<file path="src/rtl/wb_pkg.sv">
// Shared Wishbone definitions for the two-master arbiter: the bus owner states
// and the default bus widths.
package wb_pkg;

  typedef enum logic [1:0] {
    IDLE = 2'd0,
    OWN0 = 2'd1,
    OWN1 = 2'd2
  } owner_e;

  localparam int WB_ADDR_WIDTH = 32;
  localparam int WB_DATA_WIDTH = 32;

endpackage

</file>
<file path="src/rtl/wb_watchdog.sv">
// Transfer watchdog: counts owner strobe cycles that have no termination and
// pulses timeout_o on the TIMEOUT_CYCLES-th such cycle.
module wb_watchdog #(
  parameter int TIMEOUT_CYCLES = 255
) (
  input  logic clk_i,
  input  logic rst_ni,
  input  logic en_i,
  input  logic term_i,
  output logic timeout_o
);

  localparam int CW = $clog2(TIMEOUT_CYCLES + 1);

  logic [CW-1:0] cnt_q;

  // The first waiting cycle sees count 0, so the last allowed wait cycle sees T-1.
  assign timeout_o = en_i && !term_i && (cnt_q == CW'(TIMEOUT_CYCLES - 1));

  always_ff @(posedge clk_i or negedge rst_ni) begin
    if (!rst_ni) begin
      cnt_q <= '0;
    end else if (!en_i || term_i || timeout_o) begin
      cnt_q <= '0;
    end else begin
      cnt_q <= cnt_q + 1'b1;
    end
  end

endmodule

</file>
<file path="src/rtl/wb_arbiter2.sv">
// Two-master Wishbone B4 classic arbiter: round-robin per cyc burst, no preemption.
// Define WB_ARBITER2_TIMEOUT_EN to add the hung-transfer watchdog (err on timeout).
module wb_arbiter2
  import wb_pkg::*;
#(
  parameter int ADDR_WIDTH     = WB_ADDR_WIDTH,
  parameter int DATA_WIDTH     = WB_DATA_WIDTH,
  parameter int TIMEOUT_CYCLES = 255
) (
  input  logic                    clk_i,
  input  logic                    rst_ni,
  input  logic                    m0_cyc_i,
  input  logic                    m0_stb_i,
  input  logic                    m0_we_i,
  input  logic [ADDR_WIDTH-1:0]   m0_adr_i,
  input  logic [DATA_WIDTH/8-1:0] m0_sel_i,
  input  logic [DATA_WIDTH-1:0]   m0_dat_i,
  output logic [DATA_WIDTH-1:0]   m0_dat_o,
  output logic                    m0_ack_o,
  output logic                    m0_err_o,
  output logic                    m0_rty_o,
  input  logic                    m1_cyc_i,
  input  logic                    m1_stb_i,
  input  logic                    m1_we_i,
  input  logic [ADDR_WIDTH-1:0]   m1_adr_i,
  input  logic [DATA_WIDTH/8-1:0] m1_sel_i,
  input  logic [DATA_WIDTH-1:0]   m1_dat_i,
  output logic [DATA_WIDTH-1:0]   m1_dat_o,
  output logic                    m1_ack_o,
  output logic                    m1_err_o,
  output logic                    m1_rty_o,
  output logic                    s_cyc_o,
  output logic                    s_stb_o,
  output logic                    s_we_o,
  output logic [ADDR_WIDTH-1:0]   s_adr_o,
  output logic [DATA_WIDTH/8-1:0] s_sel_o,
  output logic [DATA_WIDTH-1:0]   s_dat_o,
  input  logic [DATA_WIDTH-1:0]   s_dat_i,
  input  logic                    s_ack_i,
  input  logic                    s_err_i,
  input  logic                    s_rty_i,
  output logic [1:0]              gnt_o
);

  owner_e state_q, state_d;
  logic   last_q, last_d;
  logic   own0, own1;
  logic   timeout;

  always_ff @(posedge clk_i or negedge rst_ni) begin
    if (!rst_ni) begin
      state_q <= IDLE;
      last_q  <= 1'b1;
    end else begin
      state_q <= state_d;
      last_q  <= last_d;
    end
  end

  // Every handover passes through IDLE, which guarantees one dead bus cycle.
  always_comb begin
    state_d = state_q;
    last_d  = last_q;
    unique case (state_q)
      IDLE: begin
        if (m0_cyc_i && m1_cyc_i) state_d = last_q ? OWN0 : OWN1;
        else if (m0_cyc_i)        state_d = OWN0;
        else if (m1_cyc_i)        state_d = OWN1;
      end
      OWN0: if (!m0_cyc_i) begin
        state_d = IDLE;
        last_d  = 1'b0;
      end
      OWN1: if (!m1_cyc_i) begin
        state_d = IDLE;
        last_d  = 1'b1;
      end
      default: state_d = IDLE;
    endcase
  end

  assign own0  = (state_q == OWN0);
  assign own1  = (state_q == OWN1);
  assign gnt_o = {own1, own0};

`ifdef WB_ARBITER2_TIMEOUT_EN
  logic owner_stb;
  assign owner_stb = (own0 & m0_stb_i) | (own1 & m1_stb_i);

  wb_watchdog #(
    .TIMEOUT_CYCLES(TIMEOUT_CYCLES)
  ) u_watchdog (
    .clk_i    (clk_i),
    .rst_ni   (rst_ni),
    .en_i     (owner_stb),
    .term_i   (s_ack_i | s_err_i | s_rty_i),
    .timeout_o(timeout)
  );
`else
  assign timeout = 1'b0;
`endif

  always_comb begin
    s_cyc_o  = 1'b0;
    s_stb_o  = 1'b0;
    s_we_o   = 1'b0;
    s_adr_o  = '0;
    s_sel_o  = '0;
    s_dat_o  = '0;
    m0_dat_o = '0;
    m0_ack_o = 1'b0;
    m0_err_o = 1'b0;
    m0_rty_o = 1'b0;
    m1_dat_o = '0;
    m1_ack_o = 1'b0;
    m1_err_o = 1'b0;
    m1_rty_o = 1'b0;
    if (own0) begin
      s_cyc_o  = m0_cyc_i & ~timeout;
      s_stb_o  = m0_stb_i & ~timeout;
      s_we_o   = m0_we_i;
      s_adr_o  = m0_adr_i;
      s_sel_o  = m0_sel_i;
      s_dat_o  = m0_dat_i;
      m0_ack_o = s_ack_i;
      m0_err_o = s_err_i | timeout;
      m0_rty_o = s_rty_i;
    end else if (own1) begin
      s_cyc_o  = m1_cyc_i & ~timeout;
      s_stb_o  = m1_stb_i & ~timeout;
      s_we_o   = m1_we_i;
      s_adr_o  = m1_adr_i;
      s_sel_o  = m1_sel_i;
      s_dat_o  = m1_dat_i;
      m1_ack_o = s_ack_i;
      m1_err_o = s_err_i | timeout;
      m1_rty_o = s_rty_i;
    end
    if (own0 || own1) begin
      m0_dat_o = s_dat_i;
      m1_dat_o = s_dat_i;
    end
  end

endmodule

</file>
<file path="config.mk">
export PLATFORM = sky130hd
export DESIGN_NAME = wb_arbiter2
export DESIGN_NICKNAME = d
export VERILOG_FILES = /design/src/rtl/wb_pkg.sv /design/src/rtl/wb_watchdog.sv /design/src/rtl/wb_arbiter2.sv
export SDC_FILE = /design/constraint.sdc
export NUM_CORES = 1
export LEC_CHECK = 0
export CAP_MARGIN = 10
export CORE_AREA = 3 3 123 125
export CTS_BUF_LIST = sky130_fd_sc_hd__clkbuf_4
export DETAILED_ROUTE_END_ITERATION = 6
export DIE_AREA = 0 0 126 128
export PLACE_DENSITY = 0.6
export SLEW_MARGIN = 15
export SYNTH_ARGS = -nofsm -noshare
export SYNTH_HDL_FRONTEND = slang
export SYNTH_SLANG_ARGS = --single-unit
</file>
<file path="constraint.sdc">
create_clock -name clk_i -period 3.1 [get_ports clk_i]
set_clock_uncertainty 0.2 [all_clocks]
set_input_delay 0.62 -clock clk_i [delete_from_list [all_inputs] [get_ports clk_i]]
set_output_delay 0.62 -clock clk_i [all_outputs]
set_load 0.03 [all_outputs]
</file>
==> out/qor.yml, run 1 <==
worst_hold_path:
  min_path_type: "register to register"
  holdPathStages: 1
logic_synthesis:
  synth_seq_cells: 3
  netlist_top_cells_area: "a22o_1 (42%), buf_4 (17%), and2_1 (17%), ha_1 (4.2%), dfrtp_1 (3.4%)"
  netlist_area_um2: 1480
  async_reset_ff_frac: 1.00
  yosys.area.top_type_share: 0.416
  synth-seq-area-share: 0.0517
  synth.most_common_cell: "a22o_1"
  yosysTopAreaCell: "a22o_1"
  synth-edff-count: 0
  synthDistinctLibCells: 23
  yosys_warnings: 0
  avgSynthCellArea_um2: 7.81
  synthFlopType: "dfrtp_1"
  yosys-top-cells-count: "a22o_1 (70), and2_1 (39), buf_4 (34)"
  netlist_instances: 189
  synth_nets: 373
worst_setup_path:
  cp_num_buf_inv: 3
  cp-start-kind: "register"
  startpoint: "state_q[1]"
  rrSetupSlack_ps: 950
  crit_path_end: "s_dat_o[0]"
  cp_num_cells: 5
  path_delay_family: "buffers and inverters"
  max_stage_delay_ps: 680
  path_class: "register to output port"
  cp-end-kind: "output port"
  slowest_stage: "clkdlybuf4s50_1"
  rr_worst_depth: 6
  arrival_ps: 2200
  crit_chain: "inv_1 -> ha_2 -> buf_12 -> a22o_1 -> clkdlybuf4s50_1"
  worstPathRequired_ps: 2280
  crit_fanout: 38
  timing.rr.start: "state_q[1]"
  worstReg2RegEnd: "state_q[1]"
clock_tree:
  clkSinkCount: 3
  htreeDepth: 1
  clk_pin_slew_worst_paths_ps: 40
  clockRootBuffer: "clkbuf_4"
  clock_latency_ps: 230
  cts_tree: "yes"
  cts_setup_buffers: 0
  clockBufferDepth: 2
  cts-buffers-inserted: 3
  cts_hold_buf: 0
sta:
  setup_viol: 0
  grt_setup_unrepaired: "yes"
  finalCriticalPeriod_ps: 3020
  slew_viol_final: 0
  worstMarginPinSlew_ps: 393
  max_freq_mhz: 331
  hold_violations: 0
  fin_crit_sh: 0.975
  setup_slack_ps: 78.3
  slew_headroom: 0.737
place:
  postPlaceCellArea_um2: 4780
  detailed_place_hpwl_um: 10200
  pre_cts_slack_ps: 252
  port_buffers: 321
  gp_congestion: 0.818
routing:
  vias: 2635
  viasPerCell: 4.06
  drt_iter0_markers: 75
  drt-wirelength-per-cell_um: 19.1
  firstDrtPassIters: 4
  drc: 0
  ant_nets: 0
  postRouteWirelength_um: 12400
die:
  die_h_um: 128
  rows: 43
  io_pins: 322
  start_util: 0.105
  core_region_area_um2: 14000
  dieArea_um2: 16100
  die_w_um: 126
final_layout:
  area_delta_synth_final_pct: 230
  layout-drive-gt1-share: 0.145
  nets: 654
  final_area_um2: 4860
  multiInputGateArea_um2: 1050
  fin_util: 0.348
  diodes: 0
  regArea_um2: 76.3
  fillerInstances: 1429
pwr:
  ir_worst_vdd_uv: 673
  power.leakage_nw: 2.14
  fin_total_pwr_w: 0.00480
  p_per_area_nw_per_um2: 986
global_route:
  grtUsageTotal: 0.133
  grt_start_max_net_pins: 76
  first_global_vias: 2751
  grt_pass1_wl_um: 16700
  globalRouteOverflowTotal: 0
  antenna_found_initial: 0
outcome:
  status: "finished, final reports clean"
flow_run:
  maxCapViolCount: 0
==> where the power goes <==
part / switching (W) / internal [W] / leakage [nW] / total, W
clock: 0.0000196 / 0.0000569 / 0.0184 / 0.0000765
combinational: 0.00262 / 0.00203 / 2.09 / 0.00464
sequential: 0.0000135 / 0.0000612 / 0.0362 / 0.0000748
total: 0.00265 / 0.00215 / 2.14 / 0.00480
==> through the flow <==
stage / instances / setup TNS [ps] / hold WS [ps]
2_1_floorplan: 189 / 0 / 124
3_3_place_gp: 643 / 0 / 344
3_5_place_dp: 643 / 0 / 355
4_1_cts: 647 / 0 / 363
5_1_grt: 649 / -409 / 357
6_report: 649 / 0 / 363
==> sequential cells by signal (all words and copies together), names as in the netlist <==
signal and cells:
last_q 1, state_q 2
==> cell usage in the layout (no fill, tap or decap) <==
master | netlist | routed
buf_12 | 0 | 24
a221oi_2 | 1 | 1
dlymetal6s2s_1 | 0 | 12
and2_1 | 39 | 39
nand3_1 | 1 | 1
or2b_1 | 1 | 1
a22o_1 | 70 | 70
inv_1 | 2 | 2
clkbuf_16 | 0 | 1
ha_1 | 5 | 4
a21boi_0 | 1 | 1
mux2_1 | 1 | 1
dfrtp_1 | 2 | 2
clkbuf_4 | 0 | 4
dfstp_2 | 1 | 1
buf_4 | 34 | 34
nor2b_1 | 1 | 1
o21bai_1 | 1 | 1
clkdlybuf4s50_1 | 0 | 249
nor2_1 | 1 | 1
o21ai_0 | 2 | 2
nand2_1 | 5 | 5
nor2b_4 | 0 | 2
ha_2 | 0 | 1
mux2i_1 | 1 | 1
dlygate4sd2_1 | 0 | 8
==> metal layers <==
layer,GRT usage,vias to the layer above,part of all wire
met3,0.0429,2,0.099
li1,-,1230,-
met1,0.150,1199,0.38
met4,0.0151,0,0.0023
met5,0,-,0
met2,0.250,204,0.51
==> cell families (layout without fill, tap and decap cells) <==
logic type / after synthesis / count (layout) / share of synthesized area
buffers and inverters: 55 / 334 / 0.249
and+or+nand+nor: 49 / 50 / 0.199
muxes: 2 / 2 / 0.0144
adders and majority gates: 5 / 5 / 0.0424
AOI/OAI and AO/OA: 75 / 75 / 0.443
DFF: 3 / 3 / 0.0517
==> timing repair <==
action                                  in CTS  in global routing
gates resized for setup                      8                 13
gates cloned                                 0                  2
endpoints found under the setup margin       8                 60
==> area by class of cell <==
type                    count  share of cell area
multi-input cells         132               0.216
flip-flops and latches      3              0.0157
repair buffers            328               0.714
clock buffers               4             0.00617
well taps                 180              0.0463
inverters                   2             0.00154
==> how the worst min path moves through the flow <==
stage                    start    endpoint  slack [ps]
floorplan               rst_ni  state_q[0]         120
global placement    state_q[1]  state_q[1]         340
detailed placement  state_q[1]  state_q[1]         360
CTS                 state_q[1]  state_q[1]         360
global route            rst_ni  state_q[1]         360
finish              state_q[1]  state_q[1]         360
Note: power is estimated with default switching activity, not from simulation.
==> run 2: changes to the inputs <==
--- a/config.mk
+++ b/config.mk
@@ -10,6 +10,7 @@
 export CTS_BUF_LIST = sky130_fd_sc_hd__clkbuf_4
 export DETAILED_ROUTE_END_ITERATION = 6
 export DIE_AREA = 0 0 126 128
+export MAX_ROUTING_LAYER = met4
 export PLACE_DENSITY = 0.6
 export SLEW_MARGIN = 15
 export SYNTH_ARGS = -nofsm -noshare
==> run 2 against run 1 <==
Against the previous run: largest cell class unchanged; first-iteration DRC count increased by 2.7%; via count down 0.46%; critical endpoint unchanged; critical path type unchanged; worst setup slack barely moved; utilization about the same.
==> out/qor.yml, run 2 (synthesized netlist as in run 1, its figures left out) <==
place:
  port_buffers: 321  # unchanged
  detailed_place_hpwl_um: 10200  # unchanged
  pre_cts_slack_ps: 252  # unchanged
  gp_congestion: 0.830  # +1.5%
sta:
  hold_slack_ps: 362  # -0.0940 ps
  setup_slack_ps: 78.3  # -0.0376 ps
  max_freq_mhz: 331  # about the same
  slew_headroom: 0.736  # -0.00102
  setup_viol: 0  # unchanged
  finalCriticalPeriod_ps: 3020  # +0.0376 ps
  hold_violations: 0  # unchanged
  fin_crit_sh: 0.975  # about the same
  setup_tns_ps: 0  # unchanged
  worstMarginPinSlew_ps: 395  # +1.52 ps
  grt_setup_unrepaired: "yes"
  slew_viol_final: 0  # unchanged
global_route:
  grt_pass1_wl_um: 16700  # -0.17%
  antenna_found_initial: 0  # unchanged
  first_global_vias: 2755  # +0.15%
  globalRouteOverflowTotal: 0  # unchanged
  grtUsageTotal: 0.136  # +0.00357
  grt_start_max_net_pins: 76  # unchanged
pwr:
  fin_total_pwr_w: 0.00480  # +0.11%
  power.leakage_nw: 2.13  # -0.70%
  p_switching_w: 0.00265  # +0.16%
  netSwitchingFraction: 0.553  # about the same
  ir_worst_vdd_uv: 676  # +0.37%
  clockPowerShare: 0.016  # about the same
  p_int_w: 0.00215  # about the same
  pwr-share-seq: 0.016  # about the same
  p_per_area_nw_per_um2: 987  # +0.16%
  comb_power_share: 0.969  # about the same
clock_tree:
  cts-buffers-inserted: 3  # unchanged
  clkSinkCount: 3  # unchanged
  clock_latency_ps: 230  # about the same
  clockRootBuffer: "clkbuf_4"
  htreeDepth: 1  # unchanged
  clk_pin_slew_worst_paths_ps: 40  # about the same
  clockBufferDepth: 2  # unchanged
  cts_setup_buffers: 0  # unchanged
  cts_tree: "yes"
routing:
  viasPerCell: 4.04  # -0.46%
  vias: 2623  # -0.46%
  postRouteWirelength_um: 12400  # -0.12%
  drt-wirelength-per-cell_um: 19.1  # -0.12%
  ant_nets: 0  # unchanged
  drt_iter0_markers: 77  # +2.7%
  firstDrtPassIters: 4  # unchanged
  drc: 0  # unchanged
die:
  core_region_area_um2: 14000  # unchanged
  die_h_um: 128  # unchanged
  io_pins: 322  # unchanged
  rows: 43  # unchanged
  die_w_um: 126  # unchanged
  dieArea_um2: 16100  # unchanged
  start_util: 0.105  # unchanged
worst_setup_path:
  cp_num_buf_inv: 3  # unchanged
  cp-end-kind: "output port"
  cp-start-kind: "register"
  startpoint: "state_q[1]"
  timing.rr.start: "state_q[1]"
  path_class: "register to output port"
  arrival_ps: 2200  # about the same
  path_delay_family: "buffers and inverters"
  max_stage_delay_ps: 680  # about the same
  worstPathRequired_ps: 2280  # about the same
  slowest_stage: "clkdlybuf4s50_1"
  crit_chain: "inv_1 -> ha_2 -> buf_12 -> a22o_1 -> clkdlybuf4s50_1"
  crit_fanout: 38  # unchanged
final_layout:
  area_delta_synth_final_pct: 230  # about the same
  diodes: 0  # unchanged
  final_cell_mix: "clkdlybuf4s50_1 (250), a22o_1 (70), and2_1 (39)"
  nets: 654  # unchanged
  largest_register_ffs: 2  # unchanged
  mostFrequentLayoutCell: "clkdlybuf4s50_1"
  largest_register: "state_q"
  top_regs: "state_q x2, last_q x1"
  layout-drive-gt1-share: 0.145  # unchanged
flow_run:
  maxCapViolCount: 0  # unchanged
worst_hold_path:
  min_from: "state_q[1]"
  min_path_type: "register to register"
outcome:
  status: "finished, final reports clean"
-- run 2: cell types whose count changed in the layout (fill, tap and decap cells not counted) --
cell,previous run,this run
dlymetal6s2s_1,12,11
clkdlybuf4s50_1,249,250
-- run 2: path summary, 6_finish.rpt --
kind,end,slack [ps],depth (start not counted)
hold reg to reg,state_q[1],360,1
setup reg to reg,state_q[1],950,6
max in group asynchronous,last_q,2100,1
min in group asynchronous,state_q[1],370,1
setup / recovery,s_dat_o[0],80,5
hold / removal,state_q[1],360,1
-- run 2: layout make-up --
cell class	count	area [um2]
clock buffer	4	30.0
timing repair buffer	328	3470
fill	1431	9130
multi-input combinational	132	1050
tap	180	225
inverter	2	7.51
sequential	3	76.3
-- run 2: power by group through the flow --
stage / Combinational, W / Sequential [W] / Clock (W)
floorplan: 0.00273 / 0.0000720 / 0
global placement: 0.00468 / 0.0000748 / 0
detailed placement: 0.00466 / 0.0000755 / 0
CTS: 0.00467 / 0.0000750 / 0.0000806
global route: 0.00485 / 0.0000777 / 0.0000870
finish: 0.00465 / 0.0000748 / 0.0000762
-- run 2: metrics by stage --
step	cell area (um2)	utilization	cells
after floorplan	1480	-	189
after global placement	4780	0.341	643
after detailed placement	4780	0.341	643
after CTS	4800	0.343	647
after global routing	4860	0.348	649
final	4860	0.348	649
-- run 2: what timing repair did --
action                                  CTS  global route
cloned                                    0             2
endpoints found under the setup margin    8            58
hold buffers                              0             0
resized for setup                         8            12
pin swaps                                 0             0
-- run 2: worst register-to-register path, stage by stage, from the launching register on --
cell	delay, ps
dfrtp_1	380
inv_1	100
ha_2	270
clkbuf_16	250
and2_1	210
a221oi_2	270
mux2_1	350
-- run 2: metal layers --
metal	vias up	GRT usage	wire, um
met5	-	-	0
met3	2	0.0338	1060
met4	0	0.0158	29
met1	1195	0.155	4910
li1	1232	-	-
met2	194	0.250	6400
==> run 3: changes to the inputs <==
--- a/config.mk
+++ b/config.mk
@@ -5,6 +5,7 @@
 export SDC_FILE = /design/constraint.sdc
 export NUM_CORES = 1
 export LEC_CHECK = 0
+export ABC_CLOCK_PERIOD_IN_PS = 3100
 export CAP_MARGIN = 10
 export CORE_AREA = 3 3 123 125
 export CTS_BUF_LIST = sky130_fd_sc_hd__clkbuf_4
==> results of run 3 <==
No change in the layout: final DEF, timing and power equal those of run 2.
